### src/rtl/memory_arbiter.sv
// memory_arbiter
//
// Shares one single-ported memory between two requesters:
//   port 0 - instruction fetch
//   port 1 - load/store or loader
// At most one transaction is granted per cycle. The memory request signals
// are driven combinationally from the granted port. Responses come back one
// cycle later and are steered to the port that owned the transaction.
//
// Optional feature macro: MEMORY_ARBITER_ROUND_ROBIN_EN
//   undefined : fixed priority, port 1 wins ties, port 0 protected by a
//               starvation counter (forced win once wait count hits MAX_WAIT)
//   defined   : 1-bit round-robin pointer decides ties; the starvation
//               counter is still present as a backstop
//
// Parameters:
//   MAX_WAIT   consecutive denied cycles of port 0 before it is forced (1..255)
//
// Ports:
//   clk, reset_n                    clock, async active-low reset
//   reqN_valid/write/address/wdata/mask   request from port N (inputs)
//   reqN_ready                      grant for port N
//   respN_valid, respN_rdata        response for port N (rdata = memory data)
//   read_memory_data                registered read data from memory
//   read_memory_address, write_memory_address, write_memory_data,
//   write_memory_mask, memory_write_enable   memory request (0 when idle)

module memory_arbiter #(
    parameter int MAX_WAIT = 8
) (
    input  logic        clk,
    input  logic        reset_n,

    input  logic        req0_valid,
    input  logic        req0_write,
    input  logic [31:0] req0_address,
    input  logic [31:0] req0_wdata,
    input  logic [31:0] req0_mask,
    output logic        req0_ready,
    output logic        resp0_valid,
    output logic [31:0] resp0_rdata,

    input  logic        req1_valid,
    input  logic        req1_write,
    input  logic [31:0] req1_address,
    input  logic [31:0] req1_wdata,
    input  logic [31:0] req1_mask,
    output logic        req1_ready,
    output logic        resp1_valid,
    output logic [31:0] resp1_rdata,

    input  logic [31:0] read_memory_data,
    output logic [31:0] read_memory_address,
    output logic [31:0] write_memory_address,
    output logic [31:0] write_memory_data,
    output logic [31:0] write_memory_mask,
    output logic        memory_write_enable
);

    localparam logic [7:0] LP_MAX_WAIT = 8'(MAX_WAIT);

    logic [7:0] r_wait_cnt;
    logic       r_resp_pending;
    logic       r_resp_owner;

    logic       w_force0;
    logic       w_tie_to1;
    logic       w_grant0;
    logic       w_grant1;
    logic       w_accept;
    logic [31:0] w_addr;
    logic [31:0] w_wdata;
    logic [31:0] w_mask;
    logic       w_we;

    assign w_force0 = (r_wait_cnt == LP_MAX_WAIT);

`ifdef MEMORY_ARBITER_ROUND_ROBIN_EN
    // Pointer names the port that wins the next tie; reset favours port 0.
    logic r_prio;

    assign w_tie_to1 = r_prio;

    always_ff @(posedge clk or negedge reset_n) begin
        if (!reset_n) begin
            r_prio <= 1'b0;
        end else if (w_accept) begin
            // Point at whichever port did not get this grant.
            r_prio <= w_grant0;
        end
    end
`else
    assign w_tie_to1 = 1'b1;
`endif

    // Grants are gated by reset_n so nothing is handed out while in reset.
    always_comb begin
        w_grant0 = 1'b0;
        w_grant1 = 1'b0;
        if (reset_n) begin
            if (req0_valid && req1_valid) begin
                if (w_force0 || !w_tie_to1) begin
                    w_grant0 = 1'b1;
                end else begin
                    w_grant1 = 1'b1;
                end
            end else begin
                w_grant0 = req0_valid;
                w_grant1 = req1_valid;
            end
        end
    end

    assign w_accept   = w_grant0 | w_grant1;
    assign req0_ready = w_grant0;
    assign req1_ready = w_grant1;

    // Idle drives zeros: memory performs a harmless read of address 0.
    always_comb begin
        w_addr  = 32'd0;
        w_wdata = 32'd0;
        w_mask  = 32'd0;
        w_we    = 1'b0;
        if (w_grant0) begin
            w_addr = req0_address;
            w_we   = req0_write;
            if (req0_write) begin
                w_wdata = req0_wdata;
                w_mask  = req0_mask;
            end
        end else if (w_grant1) begin
            w_addr = req1_address;
            w_we   = req1_write;
            if (req1_write) begin
                w_wdata = req1_wdata;
                w_mask  = req1_mask;
            end
        end
    end

    assign read_memory_address  = w_addr;
    assign write_memory_address = w_addr;
    assign write_memory_data    = w_wdata;
    assign write_memory_mask    = w_mask;
    assign memory_write_enable  = w_we;

    always_ff @(posedge clk or negedge reset_n) begin
        if (!reset_n) begin
            r_wait_cnt <= 8'd0;
        end else if (req0_valid && !w_grant0) begin
            if (r_wait_cnt >= LP_MAX_WAIT) begin
                r_wait_cnt <= LP_MAX_WAIT;
            end else begin
                r_wait_cnt <= r_wait_cnt + 8'd1;
            end
        end else begin
            r_wait_cnt <= 8'd0;
        end
    end

    always_ff @(posedge clk or negedge reset_n) begin
        if (!reset_n) begin
            r_resp_pending <= 1'b0;
            r_resp_owner   <= 1'b0;
        end else begin
            r_resp_pending <= w_accept;
            if (w_accept) begin
                r_resp_owner <= w_grant1;
            end
        end
    end

    assign resp0_valid = r_resp_pending && !r_resp_owner;
    assign resp1_valid = r_resp_pending &&  r_resp_owner;

    // Memory is registered, so its output already lines up with the response.
    assign resp0_rdata = read_memory_data;
    assign resp1_rdata = read_memory_data;

endmodule

### config.mk
export PLATFORM = sky130hd
export DESIGN_NAME = memory_arbiter
export DESIGN_NICKNAME = d
export VERILOG_FILES = /design/src/rtl/memory_arbiter.sv
export SDC_FILE = /design/constraint.sdc
export NUM_CORES = 1
export LEC_CHECK = 0
export CAP_MARGIN = 20
export CORE_AREA = 2 2 164 166
export CTS_CLUSTER_DIAMETER = 30
export DETAILED_ROUTE_END_ITERATION = 6
export DIE_AREA = 0 0 166 168
export GPL_TIMING_DRIVEN = 0
export SLEW_MARGIN = 40
export SYNTH_ARGS = -nofsm -noshare
export SYNTH_HDL_FRONTEND = slang
export SYNTH_SLANG_ARGS = --single-unit
### constraint.sdc
create_clock -name clk -period 2.3 [get_ports clk]
set_input_delay 0.23 -clock clk [delete_from_list [all_inputs] [get_ports clk]]
set_output_delay 0.23 -clock clk [all_outputs]
set_load 0.03 [all_outputs]
== Word level (Yosys, flattened, before mapping) ==
Index checks and enable logic that the tools add are counted.

* Memories kept: 0
* Bits in latches: 0
* Output and inout bits: 197
* Flip-flop bits (word level): 10
* Input port bits: 230
* Bits in writable memories: 0
* ROM bits: 0

* Bitwise operators: 1
* Order comparisons: 1
* Divide/modulo/power cells: 0
* Mux-type cells: 20
* Multipliers: 0
* Equality and inequality tests: 1
* Shift operators: 0
* Add/subtract/negate cells: 1
* Reductions and logical operators: 6

{| class="wikitable"
|+ Operators with widths
! cell !! count
|-
| $mux W32 || 10
|-
| $mux W8 || 2
|-
| $add A8 B1 Y8 const B || 1
|-
| $eq A8 B4 Y1 const B || 1
|-
| $ge A8 B4 Y1 const B || 1
|-
| $mux W1 || 8
|-
| $logic_and A1 B1 Y1 || 4
|-
| $logic_not A1 Y1 || 2
|-
| $or A1 B1 Y1 || 1
|}

== Depth between registers and ports, before layout ==
* Depth after elaboration: 7
* Gate-level depth with buffers: 8
* Gate-level depth less buffers: 5

== Worst setup path before layout ==
No wires, ideal clock.

* Path kind: register to output
* Start: register r_wait_cnt[6]
* End: output write_memory_address[23]
* Buffers on the path: 4
* Data required time: 2.070 ns
* Arrival time: 2.129 ns
* Path slack: -0.059 ns
* Stages on the path, launching flop included: 8
* Cell sequence: dfrtp_1 -> or4_1 -> clkbuf_2 -> o311a_1 -> buf_6 -> buf_8 -> a32o_1 -> buf_4

* Longest elaborated chain between the ends: 6
* Elaborated cells between the ends (all ways): 9
* Those cells by class: eq/ne: 1; mux: 8

{| class="wikitable"
|+ Ends and longest elaborated chain
! what !! line !! source
|-
| start, declared || 62 || <nowiki>logic [7:0] r_wait_cnt;</nowiki>
|-
| start signal, assigned || 154 || <nowiki>r_wait_cnt <= r_wait_cnt + 8'd1;</nowiki>
|-
| $eq A8 B4 Y1 || 76 || <nowiki>assign w_force0 = (r_wait_cnt == LP_MAX_WAIT);</nowiki>
|-
| $mux W1 || 102 || <nowiki>if (w_force0 || !w_tie_to1) begin</nowiki>
|-
| $mux W1 || 101 || <nowiki>if (req0_valid && req1_valid) begin</nowiki>
|-
| $mux W1 || 100 || <nowiki>if (reset_n) begin</nowiki>
|-
| via req1_ready || 48 || <nowiki>output logic req1_ready,</nowiki>
|-
| $mux W32 || 131 || <nowiki>end else if (w_grant1) begin</nowiki>
|-
| $mux W32 || 124 || <nowiki>if (w_grant0) begin</nowiki>
|-
| end, declared || 54 || <nowiki>output logic [31:0] write_memory_address,</nowiki>
|}

The timed path passes the listed nets, and every way through them passes these cells.

== Worst setup path in the final report ==
* Start: register r_wait_cnt[6]
* End: output write_memory_address[23]

* Longest elaborated chain between the ends: 6
* Elaborated cells between the ends (all ways): 9
* Those cells by class: eq/ne: 1; mux: 8

{| class="wikitable"
|+ Ends and longest elaborated chain
! what !! line
|-
| $eq A8 B4 Y1 (*) || 76
|-
| $mux W1 || 102
|-
| $mux W1 || 101
|-
| $mux W1 || 100
|-
| $mux W32 || 131
|-
| $mux W32 (*) || 124
|}

Every way passes the cells marked *; elsewhere a longest branch is shown, timed or not.

==> metrics.txt <==
WP data required 2.07 ns; via count of the routed design 4253; total track usage 11.61%; Final setup viols 129; core area 0.02635 mm2; R2R Path Start r_wait_cnt[6]$_DFF_PN0_; Tcrit/Tclk final 113.5%; Yosys top cell area share 27.68%; crit-path leading delay family compound AO/OA/AOI/OAI gates; RSZ-0062 raised after global routing true; final wirelength 18010 um; CP endpoint kind output port; Setup WS post-layout -0.3106 ns; final std cells w/o fill 1080; mapped cell area 0.002604 mm2; R2R setup slack 0.39 ns; delay of the slowest cell on the worst path 0.53 ns; DIE HEIGHT approximately 170 um; DRC Markers 0; Max FO, Critical Path 6; PortBufs approximately 390; Worst R2R End r_resp_owner$_DFFE_PN0P_; area occupied by multi-input gates 0.001499 mm2; EDFF count, synth 0; final slew viol count 0; GPL Wtd Cong 0.7446; Leak 3.138 nW; worst-case vdd ir drop 0.1975 mV; final hold violation count 10; top post-synthesis cells by area buf_4, o2bb2ai_1, a32o_1; Initial Util 9.881%; # H-tree levels 1; Reg area approximately 250 um2; Area growth, synth to finish 181.2%; most frequent cell after synthesis buf_4; clock root cell clkbuf_16; Yosys reg bits 10; Final Core Density between 20% and 30%; post-route minimum period 2.611 ns; fill cell count 2854; PwrDens 287.5 mW/mm2; max_cap viols 0; slowest CP cell or4_4; GRT Residual Overflow 0; ys async rst share 100.0%; Clock Latency Late Sink 0.24 ns; worst path bufs/invs 4; final antenna diode count 0; Synth Flop Type dfrtp_1; worst slack after detailed placement -2.386 ns; clk_skew 0.003044 ns; synthesized area per cell 7.749 um2; WP depth 7; Placed Cells ~1100; first-pass GRT wire length ~26000 um; Ys Warns 0; commonest cells in the netlist buf_4, nand3_1, o2bb2ai_1; run status complete, but fails checks; worst reg-to-reg path cell count 5; Synth Instances about 340; Slew @ Worst Pin around 0.79 ns; sequential-to-total area share from yosys stat between 9 and 10%; Cell Chain, Critical Path or4_4, buf_8, o311a_4, clkbuf_16, a32o_2, buf_6, buf_6; net count reported at finish 972; CTS tree done; Distinct cells, synth 31; Vias/cell a little under 4; largest net degree at the start of global routing 18; WL/cell 16.68 um; Initial DRC Count around 120; Max Clock Freq 383.1 MHz; Hold Crit Class in2async; initial antenna violation count 0; # rows 60; 1st-pass router iterations 4; layout cells sized above 1 a little over two fifths; clock sinks 10; Min Hold Slack -0.006813 ns; failing checks hold timing, setup timing; number of routed nets with antenna violations 0; Slew HR 47.06%; clock buffer depth 2; die width 166 um; vias in the first global route 4411; CP Launch Type flop; CP arrival 2.38 ns; Crit path top cell by count buf_6; Setup CP Type reg2out; Worst-path clk slew ~0.04 ns; Synth area leader buf_4; TritonCTS Buffers 3; Ports roughly 430; die area 0.02789 mm2; detailed placement HPWL between 10000 and 15000 um; total negative slack -25.53 ns
-- worst max-delay path by stage --
stage,endpoint,start,slack (ns)
3_5_place_dp,write_memory_data[23],reset_n,-2.39
2_1_floorplan,write_memory_address[23],r_wait_cnt[6]$_DFF_PN0_,-0.007
3_3_place_gp,write_memory_data[26],reset_n,-2.26
6_report,write_memory_address[23],r_wait_cnt[6]$_DFF_PN0_,-0.31
4_1_cts,read_memory_address[21],r_wait_cnt[6]$_DFF_PN0_,-0.37
5_1_grt,write_memory_address[23],r_wait_cnt[6]$_DFF_PN0_,-0.34
-- kinds of logic (layout without fill, tap and decap cells) --
family,Yosys count,in the layout,share of synthesized area (%)
buf+inv,140,540,37.05
simple gates,77,77,15.14
compound gates,105,105,36.76
flops,10,10,9.611
fa+ha+maj,2,2,0.9609
xor+xnor,1,1,0.3364
other cells,1,4,0.1440
-- registers in the layout (all words and copies together) (netlist names) --
register / count
r_resp_pending: 1
r_wait_cnt: 8
r_resp_owner: 1
-- repair_timing --
| item | CTS | global route |
|---|---|---|
| hold buffers | 0 | 0 |
| endpoints found under the setup margin | 131 | 131 |
| resized for setup | 743 | 224 |
| pin swaps | 5 | 9 |
| cloned | 0 | 2 |
| buffers inserted | 2 | 1 |
-- metrics by stage --
step	power, W	area [um2]
detailed placement	0.001706	7038
global placement	0.001702	7037
finish	0.002105	7322
global route	0.002203	7322
CTS	0.002084	7246
floorplan	0.0009174	2676
-- final cells by class --
class / instances / area share, %
Timing Repair Buffer: 398 / 53.25
Multi-Input combinational cell: 189 / 20.47
Buffer: 134 / 15.62
Tap cell: 341 / 5.827
Sequential cell: 10 / 3.418
Clock buffer: 4 / 1.213
Inverter: 4 / 0.2051
-- per-layer routing --
| metal | part of all wire, % | GRT usage (%) |
|---|---|---|
| met1 | 37 | 12.69 |
| met2 | 53 | 22.97 |
| met3 | 8.3 | 2.680 |
| met5 | 0 | 0 |
| met4 | 1.2 | 1.853 |
-- cell usage in the layout (no fill, tap or decap), types with 2 or more instances in the layout --
cell type	synthesis	layout
buf_6	8	99
buf_8	1	6
dfrtp_1	10	10
nor2b_1	2	2
buf_4	96	128
o2bb2ai_1	64	60
clkbuf_16	0	5
clkdlybuf4s50_1	0	261
clkbuf_2	1	3
nor2_1	4	3
inv_1	4	4
buf_12	0	2
ha_1	2	2
nand3_1	64	64
o2bb2ai_2	0	4
clkbuf_1	24	12
conb_1	1	4
buf_2	5	13
a32o_2	0	32
clkbuf_4	0	5
-- power breakdown --
part	total [W]	switching [W]	internal (W)
combinational	0.00157	0.000742	0.000831
clock	0.000343	0.0000816	0.000261
sequential	0.000189	0.00000416	0.000185
total	0.00211	0.000827	0.00128
-- worst register-to-register path: stages, from the launching register on --
cell,delay (ns)
dfrtp_1,0.35
or4_4,0.53
buf_8,0.15
o311a_4,0.43
clkbuf_16,0.19
a21o_1,0.14
(Power assumes the default switching activity.)
